==> config.mk <==
export PLATFORM = sky130hd
export DESIGN_NAME = ps2_rx_ctrl
export DESIGN_NICKNAME = d
export VERILOG_FILES = /design/src/rtl/ps2_rx_ctrl.sv
export SDC_FILE = /design/constraint.sdc
export NUM_CORES = 1
export LEC_CHECK = 0
export CAP_MARGIN = 20
export CORE_ASPECT_RATIO = 0.8
export CORE_UTILIZATION = 45
export DETAILED_ROUTE_END_ITERATION = 8
export PLACE_DENSITY = 0.72
export SYNTH_ARGS = -nofsm -noshare
export SYNTH_HDL_FRONTEND = slang
export SYNTH_SLANG_ARGS = --single-unit
export TNS_END_PERCENT = 10
==> constraint.sdc <==
create_clock -name CLK -period 4.8 [get_ports CLK]
set_input_delay 0.96 -clock CLK [delete_from_list [all_inputs] [get_ports CLK]]
set_output_delay 0.96 -clock CLK [all_outputs]
set_load 0.01 [all_outputs]
==> src/rtl/ps2_rx_ctrl.sv <==
// PS/2 device-to-host frame receiver: start, 8 data bits LSB first, odd parity, stop.
// Good bytes go into a small first-word-fall-through FIFO; bad frames raise one error pulse.
module ps2_rx_ctrl #(
   parameter int TIMEOUT_CYCLES = 200000,
   parameter int FIFO_DEPTH     = 4,
   parameter int FIFO_AW        = 2
) (
   input  logic       CLK,
   input  logic       RESETN,
   input  logic       PS2_CLK_DB,
   input  logic       PS2_DATA_DB,
   output logic [7:0] RX_DATA,
   output logic       RX_VALID,
   input  logic       RX_READY,
   output logic       ERR_PARITY,
   output logic       ERR_FRAME,
   output logic       ERR_OVERFLOW,
   output logic       BUSY
);

   typedef enum logic [1:0] {S_IDLE, S_DATA, S_PARITY, S_STOP} state_t;

   localparam logic [17:0]      TO_LAST = 18'(TIMEOUT_CYCLES - 1);
   localparam logic [FIFO_AW:0] DEPTH_C = (FIFO_AW + 1)'(FIFO_DEPTH);

   state_t             state_q, state_d;
   logic               clk_prev_q;
   logic [2:0]         bitcnt_q, bitcnt_d;
   logic [7:0]         shreg_q, shreg_d;
   logic               par_q, par_d;
   logic [17:0]        timer_q, timer_d;
   logic               err_par_q, err_par_d;
   logic               err_frm_q, err_frm_d;
   logic               err_ovf_q, err_ovf_d;
   logic               push_req, push, pop, fall;
   logic [7:0]         mem_q [FIFO_DEPTH];
   logic [FIFO_AW-1:0] wr_ptr_q, rd_ptr_q;
   logic [FIFO_AW:0]   count_q;

   assign fall     = clk_prev_q & ~PS2_CLK_DB;
   assign RX_VALID = (count_q != '0);
   assign RX_DATA  = RX_VALID ? mem_q[rd_ptr_q] : 8'h00;
   assign pop      = RX_VALID & RX_READY;
   assign push     = push_req & ((count_q < DEPTH_C) | pop);
   assign BUSY     = (state_q != S_IDLE);

   assign ERR_PARITY   = err_par_q;
   assign ERR_FRAME    = err_frm_q;
   assign ERR_OVERFLOW = err_ovf_q;

   always_comb begin
      state_d   = state_q;
      bitcnt_d  = bitcnt_q;
      shreg_d   = shreg_q;
      par_d     = par_q;
      timer_d   = timer_q;
      err_par_d = 1'b0;
      err_frm_d = 1'b0;
      push_req  = 1'b0;
      if (state_q == S_IDLE) begin
         timer_d = '0;
         if (fall) begin
            if (!PS2_DATA_DB) begin
               state_d  = S_DATA;
               bitcnt_d = '0;
            end else begin
               err_frm_d = 1'b1;
            end
         end
      end else if (fall) begin
         // A falling edge always wins over an expiring timer.
         timer_d = '0;
         case (state_q)
            S_DATA: begin
               shreg_d  = {PS2_DATA_DB, shreg_q[7:1]};
               bitcnt_d = bitcnt_q + 3'd1;
               if (bitcnt_q == 3'd7) state_d = S_PARITY;
            end
            S_PARITY: begin
               par_d   = PS2_DATA_DB;
               state_d = S_STOP;
            end
            default: begin
               state_d = S_IDLE;
               if (!PS2_DATA_DB)               err_frm_d = 1'b1;
               else if (!(^{shreg_q, par_q}))  err_par_d = 1'b1;
               else                            push_req  = 1'b1;
            end
         endcase
      end else if (timer_q == TO_LAST) begin
         state_d   = S_IDLE;
         timer_d   = '0;
         err_frm_d = 1'b1;
      end else begin
         timer_d = timer_q + 18'd1;
      end
      err_ovf_d = push_req & ~push;
   end

   always_ff @(posedge CLK or negedge RESETN) begin
      if (!RESETN) begin
         state_q    <= S_IDLE;
         clk_prev_q <= 1'b1;
         bitcnt_q   <= '0;
         shreg_q    <= '0;
         par_q      <= 1'b0;
         timer_q    <= '0;
         err_par_q  <= 1'b0;
         err_frm_q  <= 1'b0;
         err_ovf_q  <= 1'b0;
         wr_ptr_q   <= '0;
         rd_ptr_q   <= '0;
         count_q    <= '0;
      end else begin
         state_q    <= state_d;
         clk_prev_q <= PS2_CLK_DB;
         bitcnt_q   <= bitcnt_d;
         shreg_q    <= shreg_d;
         par_q      <= par_d;
         timer_q    <= timer_d;
         err_par_q  <= err_par_d;
         err_frm_q  <= err_frm_d;
         err_ovf_q  <= err_ovf_d;
         if (push) wr_ptr_q <= wr_ptr_q + FIFO_AW'(1);
         if (pop)  rd_ptr_q <= rd_ptr_q + FIFO_AW'(1);
         case ({push, pop})
            2'b10:   count_q <= count_q + (FIFO_AW + 1)'(1);
            2'b01:   count_q <= count_q - (FIFO_AW + 1)'(1);
            default: count_q <= count_q;
         endcase
      end
   end

   // Storage needs no reset; only pointers and count define what is valid.
   always_ff @(posedge CLK) begin
      if (push) mem_q[wr_ptr_q] <= shreg_q;
   end

endmodule

==> impl_metrics.tcl <==
set metrics [dict create \
    wire_per_inst_um 15.30 \
    layout_commonest_cell "dfrtp_1" \
    clk_latency_ns 0.35 \
    max_stage_delay_ns 0.72 \
    pwr-share-seq_pct 45.7 \
    slew_violations 0 \
    timing.slew.headroom_pct 37.43 \
    diodes 0 \
    critical_path_arrival_ns 2.29 \
    num_io_pins 18 \
    irDropWorstVdd_v 0.0002332 \
    cp-startpoint "rd_ptr_q[0]" \
    gp_congestion 0.7647 \
    core_um2 7094 \
    clock_skew_ns 0.009180 \
    setup_viol 0 \
    ant_nets 0 \
    synth_edf_count 32 \
    drtIter0Drc 125 \
    yosys.cell_types.count 40 \
    dr_total_vias 1949 \
    cell_internal_pwr_mw 1.342 \
    reg2reg_slack_ns 2.09 \
    cts_resized 0 \
    yosysTopAreaCell "dfrtp_1" \
    comb_power_share_pct 31.9 \
    pwr_density_cell_nw_per_um2 526.3 \
    worst_slack_ns 1.550 \
    hold_ws_ns 0.4921 \
    worst-path-buf-inv 1 \
    die_w_um 99.03 \
    p_leak_nw 1.562 \
    layout-drive-gt1-share_pct 14.80 \
    sw_frac_of_total_pct 32.99 \
    synth_area_per_cell_um2 13.45 \
    endpoint_kind "output pin" \
    path_cells "mux4_2 > and2_1 > clkdlybuf4s50_1" \
    hold_path.class "flip-flop to flip-flop" \
    power_frac_clock_pct 22.4 \
    worstHoldStart "count_q[2]" \
    async_reset_ff_share_pct 57.33 \
    start_kind "flip-flop" \
    grt_use_total_pct 16.11 \
    syn_nets 269 \
    layout_common_cells "dfrtp_1 (42), edfxtp_1 (32), nor2_1 (24), clkdlybuf4s50_1 (16)" \
    period_minus_slack_ns 3.250 \
    reg2reg_from "shreg_q[4]" \
    postPlaceCellArea_um2 3623 \
    maxCapViolations 0 \
    post-route-period-util_pct 67.70 \
    path_class "flip-flop to output pin" \
    yosysTopAreaCellShare_pct 31.01 \
    ys_top_cells_by_area "dfrtp_1 (31%), edfxtp_1 (28%), mux4_2 (5.3%)" \
    drc 0 \
    status "complete, no violations" \
    cp_top_family "flip-flops" \
    path_max_fanout 10 \
    firstDrtPassIters 4 \
    clock_path_buffers 2 \
    grt_pass1_wl_um 9370 \
    synthCells 252 \
    rsz0062_at_grt "false" \
    post-dp-hpwl_um 3921 \
    drt-vias-per-instance 5.354 \
    cts_sinks 75 \
    drt_wl_total_um 5570 \
    postCtsSetupRepairBufs 0 \
    p_sw_mw 0.6609 \
    synth_flop_cell "dfrtp_1" \
    nets 289 \
    fmax_mhz 307.7 \
    cts_buffers 9 \
    final_area_um2 3806 \
    ys_ff_latch 75 \
    num_rows 27 \
    antenna_found_initial 0 \
    yosysSeqAreaShare_pct 60.13 \
    cts_root_buf "clkbuf_8" \
    tightest_slew_ns 0.9386 \
    overflow 0 \
    die_area_um2 7885 \
    grt_pass1_vias 1858 \
    post-place-ws_ns 1.224 \
    syn-cell-area_um2 3390 \
    die_height_um 79.63 \
    p_total_mw 2.003 \
    cts_tree "built" \
    cp_slowest_cell "dfrtp_1" \
    start_util_pct 47.78 \
    hold_buffers 0 \
    cts.clk_slew.worst_paths_ns 0.09 \
    hold_viol_final 0 \
    port_buffers 17 \
    ys_warn_count 0 \
    setup_tns_ns 0 \
    grt_max_degree 44 \
    cts_max_level 3 \
    syn_to_final_growth_pct 12.29 \
    critPathRequiredTime_ns 3.84 \
]
[sequential cells by signal, summed over array words and instances, names as in the netlist, 2 cells and up]
register	flops
shreg_q	8
state_q	2
mem_q	32
count_q	3
bitcnt_q	3
rd_ptr_q	2
timer_q	18
wr_ptr_q	2
[layout make-up]
cell class	count	area [um^2]
clock inverter	7	58.81
fill	580	3288
inverter	11	41.29
tap	87	108.9
sequential	75	2038
multi-input combinational	158	1270
clock buffer	9	123.9
timing repair buffer	17	165.2
[layer usage]
metal  up-vias  track usage [%]  part of all wire, %
li1        927                -                    -
met1       975            22.98                   51
met2        39            23.57                   44
met3         8            5.079                  4.1
met4         0            4.925                  1.1
met5         -                0                    0
[per-stage QoR]
stage / std cells / utilization, %
floorplan: 252 / -
global placement: 348 / 51.08
detailed placement: 348 / 51.08
CTS: 364 / 53.65
global route: 364 / 53.65
finish: 364 / 53.65
[final timing paths]
kind / end / cells after the start
min in group asynchronous: timer_q[9] / 1
hold reg to reg: count_q[2] / 1
hold / removal: count_q[2] / 1
setup reg to reg: count_q[2] / 11
max in group asynchronous: shreg_q[6] / 1
setup / recovery: RX_DATA[0] / 3
[cell usage after synthesis, types with 2 or more instances]
cell type,count
edfxtp_1,32
mux2_2,9
clkbuf_1,5
nand3_1,8
and3_1,5
nor4_1,2
mux2i_1,4
dfrtp_1,42
ha_1,11
nor3_1,3
nor2_1,24
inv_1,11
nand2_1,14
nand4_1,4
nor4b_1,2
a21oi_1,2
o21ai_0,3
a31oi_1,2
xnor2_1,13
buf_2,2
nor2b_1,3
mux4_2,8
and2_2,3
and2_1,10
nand2b_1,2
xor2_1,14
[power groups by stage]
stage                     Combinational [mW]  Sequential [mW]  Clock [mW]
after floorplan                        0.493            0.861           0
after detailed placement               0.642            0.932           0
after global routing                   0.707            0.935       0.487
after CTS                              0.645            0.918       0.462
after global placement                 0.626            0.925           0
final                                  0.640            0.915       0.449
[kinds of logic after synthesis]
kind of cell | Yosys count | share of synthesized area (%)
AO/OA/AOI/OAI | 11 | 2.030
XOR/XNOR | 29 | 8.121
adder cells (fa/ha/maj) | 12 | 4.651
buffers and inverters | 19 | 2.399
flip-flops | 75 | 60.13
multiplexers | 22 | 9.930
AND/OR/NAND/NOR | 84 | 12.74
No activity file was read; power rests on OpenSTA's default activity.
